$ cat src/rtl/stream_mux_pkg.sv
// Shared definitions for the round-robin stream multiplexer: mode encoding and
// the rotating-priority scan order used by the arbiter.
package stream_mux_pkg;

  localparam logic MODE_SEL = 1'b0;
  localparam logic MODE_RR  = 1'b1;

  // Channel examined at scan position k after ptr; k = 0 has highest priority.
  function automatic int unsigned rr_index(int unsigned ptr, int unsigned k, int unsigned n);
    return (ptr + 1 + k) % n;
  endfunction

endpackage

$ cat src/rtl/rr_arbiter.sv
// Combinational rotating-priority arbiter: the channel just after ptr wins,
// wrapping modulo N_IN.
module rr_arbiter
  import stream_mux_pkg::*;
#(
  parameter  int unsigned N_IN  = 4,
  localparam int unsigned SEL_W = $clog2(N_IN)
) (
  input  logic [N_IN-1:0]  req,
  input  logic [SEL_W-1:0] ptr,
  output logic [N_IN-1:0]  gnt,
  output logic [SEL_W-1:0] gnt_idx,
  output logic             gnt_vld
);

  logic [SEL_W-1:0] scan_idx;

  // Walk from lowest to highest priority so the last hit is the winner.
  always_comb begin
    gnt_idx  = '0;
    scan_idx = '0;
    for (int unsigned j = 0; j < N_IN; j++) begin
      scan_idx = SEL_W'(rr_index(32'(ptr), N_IN - 1 - j, N_IN));
      if (req[scan_idx]) begin
        gnt_idx = scan_idx;
      end
    end
  end

  assign gnt_vld = |req;
  assign gnt     = gnt_vld ? (N_IN'(1) << gnt_idx) : '0;

endmodule

$ cat src/rtl/stream_mux_rr.sv
// N-input stream multiplexer with explicit-select or round-robin arbitration
// feeding a single registered, back-pressurable output stage.
module stream_mux_rr
  import stream_mux_pkg::*;
#(
  parameter  int unsigned WIDTH = 8,
  parameter  int unsigned N_IN  = 4,
  localparam int unsigned SEL_W = $clog2(N_IN)
) (
  input  logic                  clk,
  input  logic                  rst_n,
  input  logic                  mode,
  input  logic [SEL_W-1:0]      sel,
  input  logic [N_IN*WIDTH-1:0] in_data,
  input  logic [N_IN-1:0]       in_valid,
  output logic [N_IN-1:0]       in_ready,
  output logic [WIDTH-1:0]      out_data,
  output logic                  out_valid,
  input  logic                  out_ready,
  output logic [SEL_W-1:0]      out_src
);

  logic [SEL_W-1:0] rr_ptr_q;
  logic [N_IN-1:0]  arb_gnt;
  logic [SEL_W-1:0] arb_idx;
  logic             arb_vld;
  logic [SEL_W-1:0] gnt;
  logic             gnt_vld;
  logic             sel_ok;
  logic             load;
  logic             xfer;

  rr_arbiter #(
    .N_IN (N_IN)
  ) u_arb (
    .req     (in_valid),
    .ptr     (rr_ptr_q),
    .gnt     (arb_gnt),
    .gnt_idx (arb_idx),
    .gnt_vld (arb_vld)
  );

  // sel can exceed N_IN-1 when N_IN is not a power of two.
  assign sel_ok = (32'(sel) < N_IN);

  always_comb begin
    gnt     = '0;
    gnt_vld = 1'b0;
    if (mode == MODE_RR) begin
      gnt     = arb_idx;
      gnt_vld = arb_vld;
    end else begin
      gnt     = sel;
      gnt_vld = sel_ok && in_valid[sel];
    end
  end

  assign load = !out_valid || out_ready;
  assign xfer = load && gnt_vld;

  always_comb begin
    in_ready = '0;
    if (xfer) begin
      in_ready = (mode == MODE_RR) ? arb_gnt : (N_IN'(1) << sel);
    end
  end

  always_ff @(posedge clk or negedge rst_n) begin
    if (!rst_n) begin
      out_valid <= 1'b0;
      out_data  <= '0;
      out_src   <= '0;
      rr_ptr_q  <= SEL_W'(N_IN - 1);
    end else if (load) begin
      out_valid <= xfer;
      if (xfer) begin
        out_data <= in_data[32'(gnt) * WIDTH +: WIDTH];
        out_src  <= gnt;
        rr_ptr_q <= gnt;
      end
    end
  end

endmodule

$ cat config.mk
export PLATFORM = sky130hd
export DESIGN_NAME = stream_mux_rr
export DESIGN_NICKNAME = d
export VERILOG_FILES = /design/src/rtl/stream_mux_pkg.sv /design/src/rtl/rr_arbiter.sv /design/src/rtl/stream_mux_rr.sv
export SDC_FILE = /design/constraint.sdc
export NUM_CORES = 1
export LEC_CHECK = 0
export ABC_CLOCK_PERIOD_IN_PS = 5900
export CORE_ASPECT_RATIO = 0.8
export CORE_MARGIN = 2
export CORE_UTILIZATION = 42
export DETAILED_ROUTE_END_ITERATION = 10
export GPL_TIMING_DRIVEN = 0
export HOLD_SLACK_MARGIN = 0.02
export PLACE_DENSITY = 0.85
export SLEW_MARGIN = 20
export SYNTH_ARGS = -nofsm -noshare
export SYNTH_HDL_FRONTEND = slang
export SYNTH_SLANG_ARGS = --single-unit
$ cat constraint.sdc
create_clock -name clk -period 5.9 [get_ports clk]
set_input_delay 1.475 -clock clk [delete_from_list [all_inputs] [get_ports clk]]
set_output_delay 1.475 -clock clk [all_outputs]
set_load 0.02 [all_outputs]
# == After elaboration in Yosys (flattened, before gate mapping) ==
# Cells that the tools add are included.
# totals
register_bits,13
latch_bits,0
mem_bits_rw,0
romBits,0
inputBits,42
output_inout_bits,15
word_cells,40
memories,0
# op_classes
addsub,4
multipliers,0
n_div,0
magnitude_cmp,5
eq_ne,0
n_shift,3
n_mux,19
n_bitwise,0
n_reduce_logical,5
# op_table
cell,n
indexed part select 32 x 6 -> 8 bit,1
"< comparator 2 x 3 -> 1 bit, second input constant",5
two-way mux 4 bit,3
binary-select mux 1 bit (select 2 bit),5
two-way mux 2 bit,5
"left shift 1 x 2 -> 4 bit, first input constant",2
two-way mux 1 bit,6
"adder 2 x 1 -> 2 bit, second input constant",2
"adder 2 bit, second input constant",2
OR reduction 4 bit,1
AND reduction 2 bit,1
logical AND 1 bit,1
logical NOT 1 bit,1
logical OR 1 bit,1

# == Logic depth before layout (Yosys ltp) ==
# Gate-level depths: netlist (run 1).
# depth
depth_word,12
ltp_mapped,7
depth_no_buf,5

# == By module ==
# A second synthesis (run 1) with hierarchy kept.
# unflattened
cells_unflattened,90
hier_area_um2,1061.0
# modules_own_cells
module,instances,cells_each,area_per_inst_um2,seq_area_each_um2
stream_mux_rr,1,60,859.6,327.8
rr_arbiter,1,30,201.4,0.0

# == Least setup slack after synthesis (run 1) ==
# OpenSTA, ideal clock, no wires.
# synth_timing
path_type,in2out
startpoint,input port in_valid[2]
endpoint,output port in_ready[3]
arrival_time_ns,2.762
required_ns,4.425
setup_slack_ns,1.663
cell_stages,6
path_buffers,1
cell_sequence,or3b_1 > o221a_2 > and2_1 > buf_4 > a2bb2oi_1 > nor2_1
# synth_via
elab_chain_cells,10
elab_cells_between_ends,21
cone_classes,1 x shift; 18 x mux; 2 x reduce/logical
# synth_rtl
item,line,rtl
"start, declared",stream_mux_rr.sv:15,"input logic [N_IN-1:0] in_valid,"
binary-select mux 1 bit (select 2 bit),rr_arbiter.sv:24,if (req[scan_idx]) begin
two-way mux 1 bit (implied by the code),rr_arbiter.sv:24,
two-way mux 2 bit (4 in series),rr_arbiter.sv:24,
left shift 1 x 2 -> 4 bit,rr_arbiter.sv:31,assign gnt = gnt_vld ? (N_IN'(1) << gnt_idx) : '0;
two-way mux 4 bit,rr_arbiter.sv:31,
two-way mux 4 bit,stream_mux_rr.sv:64,in_ready = (mode == MODE_RR) ? arb_gnt : (N_IN'(1) << sel);
two-way mux 4 bit *,stream_mux_rr.sv:63,if (xfer) begin
"end, declared",stream_mux_rr.sv:16,"output logic [N_IN-1:0] in_ready,"
# Every way passes the cells marked *; elsewhere a longest branch is shown, timed or not. The select of a mux whose other input is x is not followed.

# == Worst setup path in the final report (run 1) ==
# layout_timing
startpoint,input port in_valid[1]
endpoint,output port in_ready[3]
# Same word-level chain as after synthesis.

==> results of run 1 <==
## state kept, by name, summed over array words and instances, names as in the netlist
register and count:
out_src 2, out_data 8, out_valid 1, rr_ptr_q 2
## final timing paths
path | from | to | slack [ns] | cells after the start
worst max-delay path | in_valid[1] | in_ready[3] | 0.55 | 8
max in group asynchronous | rst_n | out_data[4] | 3.96 | 1
min in group asynchronous | rst_n | out_data[5] | 1.57 | 1
worst min register to register | out_src[0] | out_src[0] | 0.49 | 2
worst min-delay path | out_src[0] | out_src[0] | 0.49 | 2
worst max register to register | rr_ptr_q[1] | out_data[2] | 3.65 | 6
## Yosys cell counts
master | instances | area (um2)
mux2_2 | 6 | 67.6
o21a_1 | 1 | 7.51
o21bai_1 | 1 | 7.51
and3_1 | 1 | 6.26
buf_2 | 4 | 20.0
nor2b_1 | 2 | 12.5
mux2_1 | 4 | 45.0
a21o_1 | 2 | 15.0
a31oi_1 | 1 | 6.26
dfrtp_1 | 11 | 275
a31oi_4 | 1 | 21.3
nand3_1 | 3 | 15.0
mux2i_1 | 9 | 90.1
dfstp_2 | 2 | 52.6
a21oi_1 | 5 | 25.0
o41ai_2 | 1 | 16.3
o21ai_1 | 1 | 5.00
a2bb2oi_1 | 1 | 8.76
buf_1 | 1 | 3.75
nand2b_1 | 6 | 37.5
o22a_1 | 1 | 8.76
nor3_1 | 1 | 5.00
o221a_2 | 1 | 11.3
nand2_1 | 6 | 22.5
or3b_1 | 1 | 8.76
buf_4 | 1 | 7.51
nand3b_1 | 2 | 15.0
a22oi_1 | 1 | 7.51
clkbuf_1 | 1 | 3.75
o211ai_1 | 1 | 7.51
nor2_1 | 10 | 37.5
o22ai_1 | 16 | 100
a221oi_1 | 8 | 70.1
a221oi_2 | 1 | 15.0
and2_1 | 2 | 12.5
a22oi_2 | 1 | 12.5
## critical path, stage by stage
cell and delay, ns:
clkdlybuf4s50_1 0.60, or3b_1 0.37, o221a_2 0.17, and2_1 0.16, buf_4 0.19, a2bb2oi_1 0.15, nor2_1 0.13, clkdlybuf4s50_1 0.62
## layout make-up
| class | count | area, um2 |
|---|---|---|
| plain buffers | 7 | 35.0 |
| clock buffers | 4 | 26.3 |
| fillers | 210 | 737 |
| multi-input cells | 97 | 721 |
| flip-flops and latches | 13 | 328 |
| well taps | 36 | 45.0 |
| repair buffers | 55 | 551 |
## where the power goes
part           internal (mW)  switching (mW)
logic                  0.121           0.115
registers              0.116          0.0152
clock network         0.0262          0.0279
## metrics by stage
| step | util (%) | instances |
|---|---|---|
| after floorplan | - | 117 |
| after global placement | 68.8 | 208 |
| after detailed placement | 68.8 | 208 |
| after CTS | 69.8 | 212 |
| after global routing | 69.8 | 212 |
| final | 69.8 | 212 |
## kinds of logic after synthesis
logic type             count (synthesis)  share of synthesized area (%)
AOI/OAI and AO/OA                     44                           31.9
and+or+nand+nor                       34                           15.9
muxes                                 19                           18.7
DFF                                   13                           30.3
buffers and inverters                  7                           3.23
## routing by layer
layer / part of all wire (%) / GRT usage (%) / vias to the layer above
met5: 0 / 0 / -
met4: 0.17 / 1.81 / 0
met3: 11 / 6.37 / 2
met2: 47 / 38.9 / 67
met1: 42 / 33.6 / 597
li1: - / - / 585
==> impl_metrics.py, run 1 <==
metrics = {
    "finish": {
        "fin_area_mm2": 0.00171,
        "drive_above_1_share_pct": 11.9,
        "area_growth_pct": 57.4,
        "mostFrequentLayoutCells": "clkdlybuf4s50_1, o22ai_1, dfrtp_1",
        "final_common_cell": "clkdlybuf4s50_1",
        "layout.nets": 219,
        "antenna_cells": 0,
    },
    "die": {
        "ios": 57,
        "initial_core_util_pct": 44.4,
        "rows": 16,
        "die_h_um": 49.4,
        "dieArea_mm2": 0.00300,
        "core_area_mm2": 0.00244,
        "dieWidth_um": 60.8,
    },
    "worst_setup_path": {
        "cp.required_ns": 4.43,
        "arrival_ns": 3.87,
        "setup.worst_path.start_class": "primary input",
        "cp_max_fo": 10,
        "path_class": "in2out",
        "end_kind": "output port",
    },
    "run": {
        "drv_cap": 0,
    },
    "route": {
        "routed_wl_um": 3540,
        "drtIter0Drc": 54,
        "dr.pass1.iters": 4,
        "viasPerCell": 5.90,
        "wl_per_cell_um": 16.7,
        "drc_errors": 0,
        "dr_total_vias": 1251,
        "drtAntennaViolNets": 0,
    },
    "sta": {
        "grt_setup_unrepaired": "no",
        "hold_viol_final": 0,
        "tightestPinTransition_ns": 0.732,
        "setup_ws_ns": 0.551,
        "fin_tns_setup_ns": 0,
        "period_needed_ns": 5.35,
        "fin_skew_ns": 0.00578,
        "maxSlewHeadroom_pct": 51.0,
        "fmax_mhz": 187,
        "hold_ws_ns": 0.492,
        "period_share_pct": 90.7,
        "finalSetupViolations": 0,
        "final_max_slew_viol_count": 0,
    },
    "clock_network": {
        "cts_buffers": 3,
        "post_cts_buffers": 0,
        "htreeDepth": 1,
        "clkSlewWorstSetupHoldPaths_ns": 0.08,
        "cts_tree": "yes",
        "cts_hold_buf": 0,
        "clock_latency_ns": 0.27,
        "cts-resized-gates": 0,
        "root_buffer": "clkbuf_4",
        "cts.sinks": 13,
        "clk_path_buf_depth": 2,
    },
    "synthesis": {
        "yosys_warnings": 0,
        "synth_nets": 159,
        "synth_cells": 117,
        "ys_types": 36,
        "syn_area_mm2": 0.00108,
        "syn_avg_cell_area_um2": 9.26,
        "ys_ff_latch": 13,
        "yosysSeqAreaShare_pct": 30.3,
    },
    "grt": {
        "grt_pass1_wl_um": 5510,
        "grt-ovfl-total": 0,
        "grt_pass1_vias": 1202,
        "antenna_found_initial": 0,
        "grtUsageTotal_pct": 24.1,
        "grt_start_max_net_pins": 14,
    },
    "pwr": {
        "p_total_mw": 0.421,
        "p_leak_nw": 0.647,
        "powerDensity_mw_per_mm2": 247,
        "ir_drop_v": 0.000150,
    },
    "placed_design": {
        "hpwl_um": 2760,
        "dp_slack_ns": 0.560,
        "dpl_cell_area_mm2": 0.00168,
        "place_congestion": 1.00,
        "io_buffers": 55,
    },
    "worst_hold_path": {
        "hp-class": "reg2reg",
    },
    "run_status": {
        "status": "complete, no violations",
    },
}
(Power assumes the default switching activity.)
==> run 2, diff against run 1 <==
--- a/config.mk
+++ b/config.mk
@@ -13,7 +13,6 @@
 export GPL_TIMING_DRIVEN = 0
 export HOLD_SLACK_MARGIN = 0.02
 export PLACE_DENSITY = 0.85
-export SLEW_MARGIN = 20
 export SYNTH_ARGS = -nofsm -noshare
 export SYNTH_HDL_FRONTEND = slang
 export SYNTH_SLANG_ARGS = --single-unit
==> results of run 2 <==
The final DEF is identical to that of run 1; final timing and power are the same.
